**config.mk**
```make
export PLATFORM = sky130hd
export DESIGN_NAME = inst_fetch_queue_flat
export DESIGN_NICKNAME = d
export VERILOG_FILES = /design/src/rtl/inst_fetch_queue_pkg.sv /design/src/rtl/inst_fetch_queue_if.sv /design/src/rtl/inst_fetch_queue_unpack.sv /design/src/rtl/inst_fetch_queue.sv /design/src/flat_wrapper.sv
export SDC_FILE = /design/constraint.sdc
export NUM_CORES = 2
export LEC_CHECK = 0
export BUFFER_PORTS_ARGS = -buffer_cell sky130_fd_sc_hd__buf_2
export CAP_MARGIN = 20
export CORE_MARGIN = 2
export CORE_UTILIZATION = 50
export DETAILED_ROUTE_END_ITERATION = 6
export GPL_TIMING_DRIVEN = 0
export HOLD_SLACK_MARGIN = 0.15
export PLACE_DENSITY = 0.7
export SLEW_MARGIN = 10
export SYNTH_ARGS = -nofsm -noshare
export SYNTH_HDL_FRONTEND = slang
export SYNTH_SLANG_ARGS = --single-unit
```
**constraint.sdc**
```tcl
create_clock -name clk_i -period 10.4 [get_ports clk_i]
set_input_delay 2.6 -clock clk_i [delete_from_list [all_inputs] [get_ports clk_i]]
set_output_delay 2.6 -clock clk_i [all_outputs]
set_load 0.05 [all_outputs]
```
**src/rtl/inst_fetch_queue_pkg.sv**
```systemverilog
// Shared types and constants for the instruction fetch queue.
package inst_fetch_queue_pkg;

   localparam int DEPTH      = 8;
   localparam int PTR_W      = 3;
   localparam int CNT_W      = PTR_W + 1;
   localparam int LINE_SLOTS = 4;

   localparam logic [31:0] NOP_INST = 32'h00000013;

   // One queued instruction: word, its own pc and the predictor's taken flag.
   typedef struct packed {
      logic [31:0] inst;
      logic [63:0] pc;
      logic        taken;
   } ifq_entry_t;

   // Value shown on an output port whose entry is not valid.
   function automatic ifq_entry_t nop_entry();
      ifq_entry_t e;
      e.inst  = NOP_INST;
      e.pc    = 64'h0;
      e.taken = 1'b0;
      return e;
   endfunction

endpackage

```
**src/rtl/inst_fetch_queue_if.sv**
```systemverilog
// Fetch-side and decode-side signals of the fetch queue.
// Handshake: a fetch line is taken on a rising edge where fetch_valid and
// fetch_ready are both high and flush is low; fetch_ready depends only on the
// registered entry count. A decoder consumes an entry on an edge where its
// dec_accept bit and the matching outN_valid are both high (bit1 only counts
// together with bit0).
interface inst_fetch_queue_if;
   import inst_fetch_queue_pkg::*;

   logic             fetch_valid;
   logic             fetch_ready;
   logic [127:0]     fetch_inst;
   logic [63:0]      fetch_pc;
   logic [2:0]       fetch_cnt;
   logic [3:0]       fetch_taken;
   logic             flush;
   logic             out0_valid;
   logic [31:0]      out0_inst;
   logic [63:0]      out0_pc;
   logic             out0_taken;
   logic             out1_valid;
   logic [31:0]      out1_inst;
   logic [63:0]      out1_pc;
   logic             out1_taken;
   logic [1:0]       dec_accept;
   logic [CNT_W-1:0] occupancy;

   // The queue itself.
   modport slave (
      input  fetch_valid, fetch_inst, fetch_pc, fetch_cnt, fetch_taken, flush, dec_accept,
      output fetch_ready, out0_valid, out0_inst, out0_pc, out0_taken,
      output out1_valid, out1_inst, out1_pc, out1_taken, occupancy
   );

   // The fetch unit plus decoders driving the queue.
   modport master (
      output fetch_valid, fetch_inst, fetch_pc, fetch_cnt, fetch_taken, flush, dec_accept,
      input  fetch_ready, out0_valid, out0_inst, out0_pc, out0_taken,
      input  out1_valid, out1_inst, out1_pc, out1_taken, occupancy
   );

endinterface

```
**src/rtl/inst_fetch_queue_unpack.sv**
```systemverilog
// Splits an aligned fetch line into up to four entries starting at the
// slot named by pc[3:2], and reports how many of them are real.
module ifq_line_unpack
   import inst_fetch_queue_pkg::*;
(
   input  logic [127:0]         line_i,
   input  logic [63:2]          pc_i,
   input  logic [2:0]           cnt_i,
   input  logic [3:0]           taken_i,
   output ifq_entry_t [3:0]     ent_o,
   output logic [2:0]           n_o
);

   logic [1:0] start_slot;
   logic [2:0] room;
   logic [1:0] slot;

   // Clamp the count to the slots left in the line, then left-align entries.
   always_comb begin
      start_slot = pc_i[3:2];
      room       = 3'd4 - {1'b0, start_slot};
      n_o        = (cnt_i < room) ? cnt_i : room;
      ent_o      = '0;
      slot       = '0;
      for (int j = 0; j < LINE_SLOTS; j++) begin
         slot           = start_slot + 2'(j);
         ent_o[j].inst  = line_i[{slot, 5'b00000} +: 32];
         ent_o[j].pc    = {pc_i[63:4], slot, 2'b00};
         ent_o[j].taken = taken_i[slot];
      end
   end

endmodule

```
**src/rtl/inst_fetch_queue.sv**
```systemverilog
// Circular instruction queue between fetch and the two decoders: takes up to
// four instructions per cycle, presents the two oldest, flushes on redirect.
module inst_fetch_queue
   import inst_fetch_queue_pkg::*;
(
   input  logic                clk_i,
   input  logic                rst_ni,
   inst_fetch_queue_if.slave   bus
);

   ifq_entry_t       mem_q [DEPTH];
   logic [PTR_W-1:0] rd_ptr_q, rd_ptr_d;
   logic [PTR_W-1:0] wr_ptr_q, wr_ptr_d;
   logic [CNT_W-1:0] count_q, count_d;

   ifq_entry_t [3:0] line_ent;
   logic [2:0]       line_n;
   logic             enq_fire;
   logic [2:0]       enq_n;
   logic             accept0, accept1;
   logic [1:0]       deq_n;
   ifq_entry_t       head, second;

   ifq_line_unpack u_unpack (
      .line_i  (bus.fetch_inst),
      .pc_i    (bus.fetch_pc[63:2]),
      .cnt_i   (bus.fetch_cnt),
      .taken_i (bus.fetch_taken),
      .ent_o   (line_ent),
      .n_o     (line_n)
   );

   // Ready only from the registered count so decode/flush never reach fetch.
   assign bus.fetch_ready = (count_q <= CNT_W'(DEPTH - LINE_SLOTS));
   assign bus.occupancy   = count_q;

   // Work out how many entries enter and leave, and the next pointers/count.
   always_comb begin
      enq_fire = bus.fetch_valid & bus.fetch_ready & ~bus.flush;
      enq_n    = enq_fire ? line_n : 3'd0;
      accept0  = bus.dec_accept[0] & bus.out0_valid;
      accept1  = accept0 & bus.dec_accept[1] & bus.out1_valid;
      deq_n    = {1'b0, accept0} + {1'b0, accept1};
      rd_ptr_d = rd_ptr_q + PTR_W'(deq_n);
      wr_ptr_d = wr_ptr_q + PTR_W'(enq_n);
      count_d  = count_q + CNT_W'(enq_n) - CNT_W'(deq_n);
      if (bus.flush) begin
         rd_ptr_d = '0;
         wr_ptr_d = '0;
         count_d  = '0;
      end
   end

   // Pointer and count registers; these are the only state that must reset.
   always_ff @(posedge clk_i or negedge rst_ni) begin
      if (!rst_ni) begin
         rd_ptr_q <= '0;
         wr_ptr_q <= '0;
         count_q  <= '0;
      end else begin
         rd_ptr_q <= rd_ptr_d;
         wr_ptr_q <= wr_ptr_d;
         count_q  <= count_d;
      end
   end

   // Entry storage; ready guarantees four free slots, so writes never hit live data.
   always_ff @(posedge clk_i) begin
      for (int j = 0; j < LINE_SLOTS; j++) begin
         if (enq_fire && (3'(j) < line_n)) begin
            mem_q[wr_ptr_q + PTR_W'(j)] <= line_ent[j];
         end
      end
   end

   // Present the two oldest entries, substituting a nop where invalid.
   always_comb begin
      head           = (count_q >= CNT_W'(1)) ? mem_q[rd_ptr_q] : nop_entry();
      second         = (count_q >= CNT_W'(2)) ? mem_q[rd_ptr_q + PTR_W'(1)] : nop_entry();
      bus.out0_valid = (count_q >= CNT_W'(1));
      bus.out0_inst  = head.inst;
      bus.out0_pc    = head.pc;
      bus.out0_taken = head.taken;
      bus.out1_valid = (count_q >= CNT_W'(2));
      bus.out1_inst  = second.inst;
      bus.out1_pc    = second.pc;
      bus.out1_taken = second.taken;
   end

endmodule

```
**src/flat_wrapper.sv**
```systemverilog
// flat-port wrapper written by rule: the top's interface ports become plain ports
module inst_fetch_queue_flat import inst_fetch_queue_pkg::*;
  (clk_i, rst_ni, bus_fetch_valid, bus_fetch_inst, bus_fetch_pc, bus_fetch_cnt, bus_fetch_taken, bus_flush, bus_dec_accept, bus_fetch_ready, bus_out0_valid, bus_out0_inst, bus_out0_pc, bus_out0_taken, bus_out1_valid, bus_out1_inst, bus_out1_pc, bus_out1_taken, bus_occupancy);
  inst_fetch_queue_if bus_i ();
  input  logic clk_i;
  input  logic rst_ni;
  input wire logic [$bits(bus_i.fetch_valid)-1:0] bus_fetch_valid;
  input wire logic [$bits(bus_i.fetch_inst)-1:0] bus_fetch_inst;
  input wire logic [$bits(bus_i.fetch_pc)-1:0] bus_fetch_pc;
  input wire logic [$bits(bus_i.fetch_cnt)-1:0] bus_fetch_cnt;
  input wire logic [$bits(bus_i.fetch_taken)-1:0] bus_fetch_taken;
  input wire logic [$bits(bus_i.flush)-1:0] bus_flush;
  input wire logic [$bits(bus_i.dec_accept)-1:0] bus_dec_accept;
  output wire logic [$bits(bus_i.fetch_ready)-1:0] bus_fetch_ready;
  output wire logic [$bits(bus_i.out0_valid)-1:0] bus_out0_valid;
  output wire logic [$bits(bus_i.out0_inst)-1:0] bus_out0_inst;
  output wire logic [$bits(bus_i.out0_pc)-1:0] bus_out0_pc;
  output wire logic [$bits(bus_i.out0_taken)-1:0] bus_out0_taken;
  output wire logic [$bits(bus_i.out1_valid)-1:0] bus_out1_valid;
  output wire logic [$bits(bus_i.out1_inst)-1:0] bus_out1_inst;
  output wire logic [$bits(bus_i.out1_pc)-1:0] bus_out1_pc;
  output wire logic [$bits(bus_i.out1_taken)-1:0] bus_out1_taken;
  output wire logic [$bits(bus_i.occupancy)-1:0] bus_occupancy;
  assign bus_i.fetch_valid = bus_fetch_valid;
  assign bus_i.fetch_inst = bus_fetch_inst;
  assign bus_i.fetch_pc = bus_fetch_pc;
  assign bus_i.fetch_cnt = bus_fetch_cnt;
  assign bus_i.fetch_taken = bus_fetch_taken;
  assign bus_i.flush = bus_flush;
  assign bus_i.dec_accept = bus_dec_accept;
  assign bus_fetch_ready = bus_i.fetch_ready;
  assign bus_out0_valid = bus_i.out0_valid;
  assign bus_out0_inst = bus_i.out0_inst;
  assign bus_out0_pc = bus_i.out0_pc;
  assign bus_out0_taken = bus_i.out0_taken;
  assign bus_out1_valid = bus_i.out1_valid;
  assign bus_out1_inst = bus_i.out1_inst;
  assign bus_out1_pc = bus_i.out1_pc;
  assign bus_out1_taken = bus_i.out1_taken;
  assign bus_occupancy = bus_i.occupancy;
  inst_fetch_queue u_core (.clk_i(clk_i), .rst_ni(rst_ni), .bus(bus_i));
endmodule
```
==> impl_metrics.toml <==
[timing]
rsz0062_at_grt = "false"
slew_headroom = 0.1397
layout_setup_ws_ns = 0.8957
fmax_mhz = 105.2
finClkSkew_ns = 0.02352
finalCritPeriodShare = 0.9139
finalSetupViolations = 0
whs_ns = 0.7290
timing_hold_violations_final = 0
finalSetupTns_ns = 0
worstMarginPinSlew_ns = 1.291
timing.final.crit_period_ns = 9.504
final_max_slew_viol_count = 0

[setup_path]
crit_family = "buffers and inverters"
path_max_fanout = 10
crit_slowest_cell = "clkbuf_1"
crit_start = "bus_fetch_pc[2]"
r2r_cells = 21
path_class = "input port to register"
cp.buffers_inverters = 22
required_ns = 10.78
reg2reg_from = "u_core.wr_ptr_q[0]"
cp.arrival_ns = 9.89
endpoint_kind = "register"
r2r_end = "u_core.mem_q[2][69]"
slowest_delay_ns = 0.79
worstSetupStartpointType = "input port"
crit_top_cell = "buf_4"
ff2ff_setup_slack_ns = 3.84

[flow_run]
cap_violations = 0

[global_route]
grt_antenna_before_repair = 17
grt_max_degree = 15
grt_pass1_wl_mm = 279.3
first_global_vias = 36990
gr-total-overflow = 0
grt_use_total = 0.4170

[hold_path]
holdPathEnd = "u_core.rd_ptr_q[0]"
hold_depth = 2
holdCritStartpoint = "u_core.rd_ptr_q[0]"
hp-class = "register to register"

[clock_tree]
cts_tree = "built"
cts.sinks = 770
clk_pin_slew_ns = 0.06
hold_buffers = 0
clock_latency_ns = 0.68
cts_buffers = 84
clk_path_buf_depth = 3
htreeDepth = 3
cts_root_buffer = "clkbuf_16"
cts_setup_buffers = 0
ctsResizeCount = 0

[die]
rows = 112
io_pins = 406
core_mm2 = 0.09319
design.die.area_mm2 = 0.09628
dieHeight_um = 310.3
start_util = 0.5034
die_w_um = 310.3

[cells_and_area]
nets = 4298
final_cell_mix = "760 x edfxtp_1, 479 x mux4_2, 445 x buf_2"
syn_to_final_growth_pct = 16.35
n_fill_cell = 7517
drive_gt1_frac = 0.3075
layout_commonest_cell = "edfxtp_1"

[pwr]
power.density_mw_per_mm2 = 270.5
ir_worst_vdd_mv = 0.2231
p_total_mw = 14.76
p_leak_nw = 19.36

[logic_synthesis]
netlist_area_mm2 = 0.04691
ys_warn_count = 0
syn_area_per_cell_um2 = 13.70
ys_ff_latch = 770
syn_inst = 3425
synth-seq-area-share = 0.4919
ys.flop_type = "edfxtp_1"
async_flop_share = 0.01299
ys_types = 63
synth_edf_count = 760

[routing]
highest_layer = "met5"
drcViolationCount = 0
vias_per_cell = 7.147
via_count = 38660
first_pass_iters = 7
wirelength_mm = 202.1
route.met2.wl_mm = 89.96
drt_iter0_drc = 6380
ant_nets = 0
wl_per_cell_um = 37.36
m1WireLength_mm = 72.92
met3_length_mm = 26.59

[place]
hpwl_mm = 152.9
io_buffers = 397
dp_slack_ns = 0.4036
gp_congestion = 1.070

[outcome]
outcome = "completed"
report_power, final:
part	internal, mW	switching (mW)
clock network	1.62	1.29
logic	2.57	5.58
registers	3.61	0.0811
total	7.81	6.95
per-layer routing:
layer  vias to the layer above  GRT usage
met4                        20     0.2190
met1                     19430     0.5483
met5                         -    0.01314
met2                      3293     0.6240
li1                      15270          -
met3                       649     0.1290
cells by family (layout without fill, tap and decap cells):
logic type / count (synthesis) / after routing / synth area share
AO/OA/AOI/OAI: 790 / 790 / 0.1039
XOR/XNOR: 20 / 20 / 0.003734
adder cells (fa/ha/maj): 18 / 18 / 0.005442
buffers and inverters: 357 / 1072 / 0.03126
flip-flops: 770 / 770 / 0.4919
multiplexers: 824 / 824 / 0.3046
other: 1 / 16 / 0.00007994
AND/OR/NAND/NOR: 645 / 645 / 0.05916
tightest hold or removal path: stages, from the launching register on:
cell and delay [ns]:
dfrtp_1 0.39, ha_1 0.14, nor2b_1 0.15
layout make-up:
class | instances | area (um^2) | share of cell area
multi-input combinational | 2301 | 22400 | 0.4104
tap | 1254 | 1569 | 0.02875
clock inverter | 55 | 449.2 | 0.008231
buffer | 322 | 1338 | 0.02451
sequential | 770 | 23070 | 0.4228
inverter | 35 | 131.4 | 0.002407
timing repair buffer | 561 | 3385 | 0.06202
antenna | 12 | 30.03 | 0.0005502
clock buffer | 99 | 2201 | 0.04033
Yosys cell counts (36+ instances only):
cell	instances	share of area
mux2i_1	309	0.066
a221oi_1	89	0.017
o31ai_1	77	0.012
edfxtp_1	760	0.49
o22ai_1	58	0.0077
clkbuf_1	209	0.017
buf_1	53	0.0042
mux2_2	36	0.0086
a21oi_1	307	0.033
mux4_2	479	0.23
nand2_1	312	0.025
o21ai_0	147	0.016
nor2_1	225	0.018
a211oi_1	43	0.0069
buf_2	46	0.0049
through the flow:
step / area [um^2] / util / instances
after detailed placement: 51760 / 0.5554 / 5231
after CTS: 54410 / 0.5838 / 5385
after global placement: 50470 / 0.5416 / 5079
final: 54570 / 0.5856 / 5409
after floorplan: 46920 / - / 3428
after global routing: 54560 / 0.5855 / 5404
how the worst max path moves through the flow:
stage               slack (ns)                  end  cells after the start
floorplan                 0.08   u_core.mem_q[0][0]                     14
global placement         -7.28  u_core.mem_q[3][45]                     14
detailed placement        0.40  u_core.mem_q[2][68]                     28
CTS                       1.10  u_core.mem_q[2][69]                     28
global route              0.69  u_core.mem_q[2][65]                     28
finish                    0.90  u_core.mem_q[2][69]                     28
sequential cells by signal, indices dropped and copies added, names as in the netlist:
signal / flops
u_core.bus.occupancy: 4
u_core.mem_q: 760
u_core.wr_ptr_q: 3
u_core.rd_ptr_q: 3
(Power assumes the default switching activity.)
